===== src/rtl/clk_period_meter.sv =====
// Measures the inclk-cycle spacing between rising edges of an asynchronous slow signal,
// flags each result against a tolerance window and reports a stalled timebase.
module clk_period_meter #(
  parameter int unsigned num_bits        = 31,
  parameter int unsigned expected_period = 100000000,
  parameter int unsigned tolerance       = 1000,
  parameter int unsigned timeout         = 200000000
) (
  input  logic              inclk,
  input  logic              reset_n,
  input  logic              slowclk,
  output logic [num_bits:0] period,
  output logic              period_valid,
  output logic              in_tol,
  output logic              stalled,
  output logic              edge_seen
);

  localparam int unsigned W = num_bits + 1;
  localparam logic [num_bits:0] EXP_C = W'(expected_period);
  localparam logic [num_bits:0] TOL_C = W'(tolerance);
  localparam logic [num_bits:0] TO_C  = W'(timeout);
  localparam logic [num_bits:0] ONE_C = W'(1);

  typedef enum logic [1:0] {
    ST_IDLE    = 2'd0,
    ST_MEASURE = 2'd1,
    ST_STALL   = 2'd2
  } state_t;

  state_t            state_q;
  logic              s1_q, s2_q, s3_q;
  logic [num_bits:0] cnt_q;
  logic [num_bits:0] period_q;
  logic              period_valid_q;
  logic              in_tol_q;
  logic              stalled_q;
  logic              edge_seen_q;

  logic              rise_s;
  logic [num_bits:0] cnt_inc_s;
  logic [num_bits:0] diff_s;
  logic              in_tol_s;
  logic              timeout_hit_s;

  assign rise_s        = s2_q & ~s3_q;
  assign cnt_inc_s     = cnt_q + ONE_C;
  assign timeout_hit_s = (cnt_inc_s >= TO_C);

  // Absolute deviation from nominal, ordered subtraction so nothing wraps.
  always_comb begin
    diff_s = '0;
    if (cnt_inc_s >= EXP_C) begin
      diff_s = cnt_inc_s - EXP_C;
    end else begin
      diff_s = EXP_C - cnt_inc_s;
    end
  end

  assign in_tol_s = (diff_s <= TOL_C);

  // Synchroniser, measurement FSM and registered result outputs.
  always_ff @(posedge inclk) begin
    if (!reset_n) begin
      s1_q           <= 1'b0;
      s2_q           <= 1'b0;
      s3_q           <= 1'b0;
      cnt_q          <= '0;
      state_q        <= ST_IDLE;
      period_q       <= '0;
      period_valid_q <= 1'b0;
      in_tol_q       <= 1'b0;
      stalled_q      <= 1'b0;
      edge_seen_q    <= 1'b0;
    end else begin
      s1_q           <= slowclk;
      s2_q           <= s1_q;
      s3_q           <= s2_q;
      period_valid_q <= 1'b0;
      case (state_q)
        ST_IDLE: begin
          cnt_q <= '0;
          if (rise_s) begin
            state_q     <= ST_MEASURE;
            edge_seen_q <= 1'b1;
          end else begin
            state_q <= ST_IDLE;
          end
        end
        ST_MEASURE: begin
          // A rise coinciding with the timeout still yields a period.
          if (rise_s) begin
            period_q       <= cnt_inc_s;
            period_valid_q <= 1'b1;
            in_tol_q       <= in_tol_s;
            cnt_q          <= '0;
          end else if (timeout_hit_s) begin
            stalled_q <= 1'b1;
            state_q   <= ST_STALL;
          end else begin
            cnt_q <= cnt_inc_s;
          end
        end
        ST_STALL: begin
          if (rise_s) begin
            stalled_q <= 1'b0;
            state_q   <= ST_MEASURE;
            cnt_q     <= '0;
          end else begin
            state_q <= ST_STALL;
          end
        end
        default: begin
          state_q <= ST_IDLE;
          cnt_q   <= '0;
        end
      endcase
    end
  end

  assign period       = period_q;
  assign period_valid = period_valid_q;
  assign in_tol       = in_tol_q;
  assign stalled      = stalled_q;
  assign edge_seen    = edge_seen_q;

endmodule


===== config.mk =====
export PLATFORM = sky130hd
export DESIGN_NAME = clk_period_meter
export DESIGN_NICKNAME = d
export VERILOG_FILES = /design/src/rtl/clk_period_meter.sv
export SDC_FILE = /design/constraint.sdc
export NUM_CORES = 1
export LEC_CHECK = 0
export ABC_AREA = 0
export CAP_MARGIN = 15
export CORE_ASPECT_RATIO = 0.6
export CORE_MARGIN = 1.5
export CORE_UTILIZATION = 60
export CTS_CLUSTER_DIAMETER = 200
export DETAILED_ROUTE_END_ITERATION = 10
export HOLD_SLACK_MARGIN = 0.1
export PLACE_DENSITY_LB_ADDON = 0.2
export SLEW_MARGIN = 40
export SYNTH_ARGS = -nofsm -noshare
export SYNTH_HDL_FRONTEND = slang
export SYNTH_SLANG_ARGS = --single-unit

===== constraint.sdc =====
create_clock -name inclk -period 7.8 [get_ports inclk]
set_input_delay 2.34 -clock inclk [delete_from_list [all_inputs] [get_ports inclk]]
set_output_delay 2.34 -clock inclk [all_outputs]
set_load 0.005 [all_outputs]

==> results of run 1 <==
==> metal layers <==
layer  vias up  part of all wire  track usage
met4         0             0.015       0.0967
li1       2423                 -            -
met1      2405              0.47        0.557
met2       343              0.38        0.463
met5         -                 0            0
met3        26              0.14        0.108
==> cell usage in the layout, fill, tap and decap left out, types with 5 or more instances in the layout <==
master and n:
sky130_fd_sc_hd__clkbuf_16 9, sky130_fd_sc_hd__o211ai_1 7, sky130_fd_sc_hd__mux2i_1 5, sky130_fd_sc_hd__nand4_2 5, sky130_fd_sc_hd__nor4_1 11, sky130_fd_sc_hd__or4_1 5, sky130_fd_sc_hd__a211oi_1 36, sky130_fd_sc_hd__and3_1 13
sky130_fd_sc_hd__nand3_1 43, sky130_fd_sc_hd__or3_1 11, sky130_fd_sc_hd__xnor2_1 37, sky130_fd_sc_hd__o2111ai_1 5, sky130_fd_sc_hd__and4_1 5, sky130_fd_sc_hd__dfxtp_1 73, sky130_fd_sc_hd__nor2_1 75, sky130_fd_sc_hd__and2_1 9
sky130_fd_sc_hd__a21oi_1 41, sky130_fd_sc_hd__nor2b_1 10, sky130_fd_sc_hd__nor3_1 18, sky130_fd_sc_hd__xor2_1 20, sky130_fd_sc_hd__a31oi_1 9, sky130_fd_sc_hd__nand2_1 73, sky130_fd_sc_hd__inv_1 6, sky130_fd_sc_hd__clkdlybuf4s50_1 38
sky130_fd_sc_hd__o21ai_0 8, sky130_fd_sc_hd__a22oi_1 8
==> state kept, by name, summed over array words and instances, names as in the netlist <==
name          count
period           32
stalled           1
s1_q              1
in_tol            1
cnt_q            32
state_q           2
edge_seen         1
s3_q              1
period_valid      1
s2_q              1
==> worst paths after layout <==
| check | start | slack (ps) | cells past startpoint | to |
|---|---|---|---|---|
| setup / recovery | cnt_q[3]$_SDFFE_PN0P_ | 2830 | 16 | in_tol$_SDFFE_PN0P_ |
| hold / removal | s1_q$_SDFF_PN0_ | 450 | 1 | s2_q$_SDFF_PN0_ |
| setup reg to reg | cnt_q[3]$_SDFFE_PN0P_ | 2830 | 16 | in_tol$_SDFFE_PN0P_ |
| hold reg to reg | s1_q$_SDFF_PN0_ | 450 | 1 | s2_q$_SDFF_PN0_ |
==> cell families after synthesis <==
logic type                 count (synthesis)
muxes                                      7
buffers and inverters                     58
and+or+nand+nor                          304
DFF                                       73
xor gates and xnor gates                  59
adders and majority gates                  4
AOI/OAI and AO/OA                        158
==> power groups by stage <==
stage	Sequential [mW]	Clock (mW)	Combinational, mW
floorplan	0.386	0	0.0151
CTS	0.379	0.463	0.0254
global placement	0.387	0	0.0247
global route	0.379	0.478	0.0278
finish	0.379	0.461	0.0256
detailed placement	0.387	0	0.0253
==> through the flow <==
step                cells  total power [mW]  hold slack (ps)
floorplan             663             0.402              412
CTS                   777             0.868              449
global placement      761             0.411              420
finish                777             0.866              446
global route          777             0.885              458
detailed placement    761             0.412              429
==> worst max-delay path, cell delays in order, from the launching register on <==
cell	delay, ps
sky130_fd_sc_hd__dfxtp_1	670
sky130_fd_sc_hd__and4_1	570
sky130_fd_sc_hd__nand4_1	180
sky130_fd_sc_hd__xor2_1	300
sky130_fd_sc_hd__inv_1	230
sky130_fd_sc_hd__ha_1	200
sky130_fd_sc_hd__nand2_1	60
sky130_fd_sc_hd__a221oi_1	600
sky130_fd_sc_hd__o22ai_1	380
sky130_fd_sc_hd__a21oi_1	240
sky130_fd_sc_hd__o21a_1	270
sky130_fd_sc_hd__o211ai_1	120
sky130_fd_sc_hd__o221ai_1	350
sky130_fd_sc_hd__o211ai_1	260
sky130_fd_sc_hd__nor4_1	220
sky130_fd_sc_hd__nand3_1	110
sky130_fd_sc_hd__o21ai_1	130
==> synth_stat cells (all sizes together), types with 2 or more instances <==
library cell   n
a211oi        37
a21o           4
a21oi         41
a221oi         2
a22oi          8
a311oi         2
a31o           2
a31oi          9
a32o           2
and2          10
and3          13
and4           5
buf           26
clkbuf        25
dfxtp         73
ha             4
inv            7
mux2i          5
nand2         74
nand2b         4
nand3         43
nand4          9
nor2          80
nor2b         10
nor3          20
nor4          13
o2111ai        5
o211a          3
o211ai         7
o21a           4
o21ai         12
o22ai          3
o31ai          3
o41ai          3
or3           11
or4            6
xnor2         38
xor2          21
==> area by class of cell <==
class,count,area [um^2]
Tap cell,108,135
Clock inverter,4,75.1
Clock buffer,12,256
Fill cell,647,2300
Timing Repair Buffer,41,403
Multi-Input combinational cell,532,3380
Inverter,7,27.5
Sequential cell,73,1460
==> run summary, run 1 <==
The final cycle utilization of the critical path came out at 0.637. TritonCTS built the clock tree. The setup TNS came out at 0 ps. The final core area utilization came out at 0.714.

The first TritonRoute pass finished after 6 iterations. Setup repair after global routing left no endpoint under its margin. The total grt overflow came out at 0. The initial core utilization is 0.632. The area added between synthesis and finish came out at 13.0%. Yosys attributes the largest share of cell area to sky130_fd_sc_hd__dfxtp_1, sky130_fd_sc_hd__xnor2_1, sky130_fd_sc_hd__nor2_1. The final clock skew is roughly 8 ps.

After synthesis, the share of cell area in mux cells is 0.0165. The CTS H-tree depth is 3. The most common flop cell mapped by yosys is sky130_fd_sc_hd__dfxtp_1. The cell count after synthesis is 663. The clock tree buffer depth came out at 2. The critical path data required time came out at between 8000 and 9000 ps.

The share of the Yosys chip area taken by registers is 0.288. The complex-gate fraction of the synthesized area is 0.221. In this run the clock root is driven by a sky130_fd_sc_hd__clkbuf_16. Clock latency on the worst-skew pair, taken at its later pin, is 340 ps. The total of warnings raised by yosys is 0.

The post-synthesis xor/xnor area fraction came out at 0.105. The sum of routed wire length over all layers came out at roughly 16000 um. The congestion estimate from routability-driven global placement came to approximately 1.0. Prior to clock tree synthesis, the placed netlist has a worst setup slack of about 2700 ps. The share of power burned in the clock network came out at 0.533. Once detailed placement completed, the half-perimeter wirelength came to 11500 um. The flow ran to the end, and the final reports show no timing, DRC or antenna violations. The count of endpoints failing setup in the final report came out at 0. The number of clock sinks came out at 73. The remaining max-slew budget at the tightest pin came out at 0.441. VDD sags by at most approximately 0.00018 V.

39 I/O pins were placed. For this run, design rule violations remaining after detail routing come to 0. The die covers 9050 um^2. Of the total synthesized cell area, the portion taken by AND, OR, NAND and NOR gates is 0.309.

The leakage component of the power came out at about 1.9 nW. In the post-route analysis, the smallest setup slack over all paths is 2830 ps. For this run, the post-layout net count is 671.

The number of hold buffers added after cts came out at 0. The total of buffers placed on input and output ports is 38. The launching element type of the critical path is a flip-flop. The vertical die dimension came out at approximately 74 um. The switching power total came out at 0.183 mW. Of the post-synthesis cell area, the dominant cell type holds 0.288. The via count of the first global-routing pass is 4321. The post-synthesis register bit count came out at between 70 and 80.

The number of enable-type register cells in the synthesized netlist came out at 0. In this run, distinct cell masters in the synthesized netlist total 72. For the pin with the worst max-slew slack, the measured transition is about 830 ps. The finished cells cover 5740 um^2. The starting DRC count in detailed routing is 667. Across the run, the number of max-cap violations was 0. By area, the combinational part of the netlist is dominated by simple AND/OR/NAND/NOR gates. In this run the cell area measured after placement is 5410 um^2. The routed wire length per instance came out at 20.4 um. Of all flip-flops after synthesis, the portion carrying an async set or reset was 0.

The per-instance average area after synthesis is 7.67 um^2. The first-pass GRT wire length came out at 24400 um. In this run the worst hold path is classified as flip-flop to flip-flop.

Summed over all instances, the cell type with the most area after synthesis is sky130_fd_sc_hd__dfxtp_1. The number of placement rows came out at 25. The routed layout has 5197 vias. The post-CTS clock slew at the launch and capture registers of the worst setup and hold paths is 60 ps.

The largest net degree at the start of global routing came out at 60. The TritonCTS buffer count came out at 9. The number of failing hold endpoints at the final stage came out at 0. In the final layout, the share of cells above drive strength 1 is 0.0717. Synthesis produced a netlist with a net count of 670. The internal power summed over all cells is approximately 0.7 mW. Of all nets on the critical path, the largest fanout is 14. The worst path arrival time came out at 5240 ps.

The combinational fraction of design power is 0.030. The number of antenna violations at the first check in global routing is 0. The number of gates given a new drive strength after cts is 0. The net switching share of the total power came out at 0.211. In the routed layout, each cell is associated on average with a via count of 6.69. The residual antenna-violating net count after detailed routing came out at 0.

The antenna diode count came out at 0. The fmax is 201 MHz. The adder-cell share of the synthesized area is 0.00985. The total track usage came out at 0.358. The share of total power dissipated in sequential elements is 0.438. The critical path in this run is classified as flip-flop to flip-flop. Dividing total power by cell area gives a power density of 151 nW/um^2. The mapped netlist covers a little over 5000 um^2. The core area is approximately 8000 um^2. The shortest clock period the worst path allows after layout came out at a little under 5000 ps. The number of buffers inserted by post-CTS setup repair came out at 0. The number of pins with negative max-slew slack in the final report came out at 0. STA classifies the critical path endpoint as a flip-flop.

The chip width is 122 um.
Power figures use the tool's default switching activity.
==> run 2, diff against run 1 <==
--- a/config.mk
+++ b/config.mk
@@ -9,7 +9,7 @@
 export CAP_MARGIN = 15
 export CORE_ASPECT_RATIO = 0.6
 export CORE_MARGIN = 1.5
-export CORE_UTILIZATION = 60
+export CORE_UTILIZATION = 54
 export CTS_CLUSTER_DIAMETER = 200
 export DETAILED_ROUTE_END_ITERATION = 10
 export HOLD_SLACK_MARGIN = 0.1
==> constraint.sdc (replaced) <==
create_clock -name inclk -period 4.44 [get_ports inclk]
set_input_delay 1.332 -clock inclk [delete_from_list [all_inputs] [get_ports inclk]]
set_output_delay 1.332 -clock inclk [all_outputs]
set_load 0.005 [all_outputs]
==> run 2 against run 1 <==
  * Hold slack got worse by 8.9 ps
  * Setup slack got worse by 2600 ps
  * Clock power rose by 64%
  * Largest cell class unchanged
  * Maximum frequency rose by 19%
  * Final cell count rose by 7.5%
  * Count of clock-buffer cells in the layout fell by 2
  * Highest routed layer unchanged
  * Largest power group unchanged
  * Clock skew fell by 0.95 ps
  * Routed wire length rose by 5.4%
  * First-iteration DRC count rose by 7.8%
==> run summary, run 2 (synthesized netlist as in run 1, its figures left out) <==
The sum of routed wire length over all layers came out at 16700 um (+5.4%). The final worst hold slack is 437 ps (-8.95 ps). The actual slew at the worst max-slew pin came out at 782 ps (-51.0 ps). The via count of the first global-routing pass came to 4661 (+7.9%). The post-layout instance area is 6030 um^2 (+5.0%). The cell occurring most often along the worst timing path is sky130_fd_sc_hd__a21oi_1. The worst register-to-register path ends at cnt_q[11]$_SDFFE_PN0P_. The launching element type of the critical path is a flip-flop. The number of antenna violations at the first check in global routing came to 0 (unchanged). Clock tree synthesis selected as its root buffer the cell sky130_fd_sc_hd__clkbuf_16.

The most frequent standard cell in the layout excluding fill and tap cells is sky130_fd_sc_hd__nor2_1. The starting DRC count in detailed routing is 719 (+7.8%). The number of pins with negative max-slew slack in the final report came out at 0 (unchanged). The final clock skew is 7.15 ps (-0.953 ps).

The antenna diode count came out at 0 (unchanged). The number of cell instances on the worst register-to-register path is 15 (-1). The setup TNS is 0 ps (unchanged). The routed wire length per instance came out at 20.0 um (-1.9%). The CTS tree is yes. The TritonCTS buffer count came out at 9 (unchanged).

For this design, the slowest cell found on the critical path is sky130_fd_sc_hd__dfxtp_1. The number of placement rows is 27 (+8.0%). The buffers plus inverters on the worst setup path is 2 (+1). The number of iterations in the first detailed-routing pass is 5 (-1). The largest stage delay on the critical path is 520 ps (-150 ps). The via count normalized by instance count is 6.41 (-4.2%). The area of the die came out at 10000 um^2 (+11%).

The chip width came out at 128 um (+5.3%). The final cycle utilization of the critical path is 0.937 (+0.300). The filler cell count is 777 (+20%).

The total grt overflow is 0 (unchanged). The worst setup path is captured at a flip-flop. The leakage component of the power came out at 2.10 nW (+7.8%).

The number of instances on the worst hold path is 1 (unchanged). The post-CTS clock slew at the launch and capture registers of the worst setup and hold paths is 60 ps (about the same). Setup repair after global routing left no endpoint under its margin. The register area is 1470 um^2 (+0.26%). The CTS H-tree depth is 3 (unchanged).

The clock tree buffer depth came out at 2 (unchanged). In this run the critical register-to-register path is launched from cnt_q[1]$_SDFFE_PN0P_. The number of hold buffers added after cts came to 0 (unchanged). The vias after detailed routing came out at 5349 (+2.9%). The kind of cell with the highest combined delay along the critical path is compound AO/OA/AOI/OAI gates. The launch instance of the worst min-delay path is s1_q$_SDFF_PN0_. The largest net degree at the start of global routing was 60 (unchanged). The core area came out at 9160 um^2 (+14%). The worst setup path is of the flip-flop to flip-flop kind. The placed wire-length estimate after detailed placement was 12800 um (+11%). The signal on the critical path passes through ha_1, buf_4, xnor2_1, a31oi_1, a21oi_1, a311o_1, o2111ai_1, a21oi_1, o2111ai_1, a31oi_1, a21o_1, and2_1, buf_12, or3_1, a21oi_1.

The clock insertion delay at the later pin of the skew report came out at 340 ps (about the same). The remaining max-slew budget at the tightest pin is 0.478 (+0.0369). The number of failing hold endpoints at the final stage is 0 (unchanged). The first-pass GRT wire length is 26200 um (+7.6%). The multi-input gate area in the final layout is 3380 um^2 (about the same). The count of endpoints failing setup in the final report is 0 (unchanged). The power density normalized to cell area is 244 nW/um^2 (+62%). The reg2reg setup slack is 280 ps (-2550 ps). The area added between synthesis and finish is 18.6%. The worst hold endpoint is s2_q$_SDFF_PN0_. The number of top-level design ports was 39 (unchanged). The placed cell area came to 5700 um^2 (+5.5%). The proportion of layout cells with a drive suffix above 1 is 0.123 (+0.0517). The number of remaining DRC errors came out at 0 (unchanged).

The number of clock sinks came to 73 (unchanged). The flow ran to the end, and the final reports show no timing, DRC or antenna violations. The shortest clock period the worst path allows after layout is 4160 ps (-807 ps). The total of buffers placed on input and output ports came out at 38 (unchanged).

The worst path arrival time came to 4420 ps (-820 ps). The largest fanout on the critical path came to 28 (+14). The max-cap check violation count came out at 0 (unchanged). The total track usage is 0.344 (-0.0139). The global placer's final weighted congestion came to 1.05 (+1.4%). The number of nets in the layout is 707 (+5.4%). The fmax is 240 MHz (+19%). The maximum resistive drop on vdd was 0.000176 V (-0.66%).

The top cell types in the final layout, fill and taps aside, are sky130_fd_sc_hd__nor2_1, sky130_fd_sc_hd__nand2_1, sky130_fd_sc_hd__dfxtp_1. The initial core utilization is 0.555 (-0.0771). The path class of the tightest hold or removal check is flip-flop to flip-flop. The final core area utilization is 0.658 (-0.0559).

The critical path data required time came out at 4700 ps (-3370 ps). The residual antenna-violating net count after detailed routing came out at 0 (unchanged). The vertical die dimension is 78.1 um (+5.2%).
-- run 2: layout make-up --
class / instances / area share
clock buffers: 10 / 0.0396
clock inverters: 6 / 0.0112
inverters: 7 / 0.00436
multi-input cells: 532 / 0.561
flip-flops and latches: 73 / 0.243
well taps: 130 / 0.0270
repair buffers: 77 / 0.114
-- run 2: stage by stage --
step                setup slack (ps)  instances  power, mW
global placement                 347        819      0.727
CTS                              228        835       1.48
finish                           279        835       1.47
floorplan                        632        663      0.706
detailed placement               277        819      0.728
global route                    2.16        835       1.51
-- run 2: worst max path at each step --
stage,from,to,slack [ps],depth (start not counted)
floorplan,cnt_q[1]$_SDFFE_PN0P_,in_tol$_SDFFE_PN0P_,630,16
global placement,cnt_q[4]$_SDFFE_PN0P_,cnt_q[11]$_SDFFE_PN0P_,350,16
detailed placement,cnt_q[2]$_SDFFE_PN0P_,in_tol$_SDFFE_PN0P_,280,14
CTS,cnt_q[2]$_SDFFE_PN0P_,in_tol$_SDFFE_PN0P_,230,16
global route,cnt_q[3]$_SDFFE_PN0P_,in_tol$_SDFFE_PN0P_,2,17
finish,cnt_q[1]$_SDFFE_PN0P_,cnt_q[11]$_SDFFE_PN0P_,280,15
-- run 2: power breakdown --
part	internal [mW]	switching, mW	leakage (nW)	total, mW
logic	0.0181	0.0311	1.36	0.0491
registers	0.661	0.00433	0.591	0.665
clock network	0.451	0.306	0.145	0.757
total	1.13	0.341	2.10	1.47
-- run 2: worst register-to-register path: stages (launching register included) --
cell and delay [ps]:
sky130_fd_sc_hd__dfxtp_1 520, sky130_fd_sc_hd__ha_1 290, sky130_fd_sc_hd__buf_4 190, sky130_fd_sc_hd__xnor2_1 70, sky130_fd_sc_hd__a31oi_1 410, sky130_fd_sc_hd__a21oi_1 140, sky130_fd_sc_hd__a311o_1 410, sky130_fd_sc_hd__o2111ai_1 250
sky130_fd_sc_hd__a21oi_1 110, sky130_fd_sc_hd__o2111ai_1 370, sky130_fd_sc_hd__a31oi_1 130, sky130_fd_sc_hd__a21o_1 250, sky130_fd_sc_hd__and2_1 210, sky130_fd_sc_hd__buf_12 160, sky130_fd_sc_hd__or3_1 400, sky130_fd_sc_hd__a21oi_1 160
-- run 2: metal layers --
layer | track usage | share of wire
met2 | 0.443 | 0.37
met4 | 0.0933 | 0.020
met5 | 0 | 0
met1 | 0.534 | 0.48
met3 | 0.106 | 0.12
-- run 2: what timing repair did --
| item | in CTS | in global routing |
|---|---|---|
| endpoints found under the setup margin | 0 | 6 |
| buffers inserted | 0 | 0 |
| gates resized for setup | 0 | 5 |
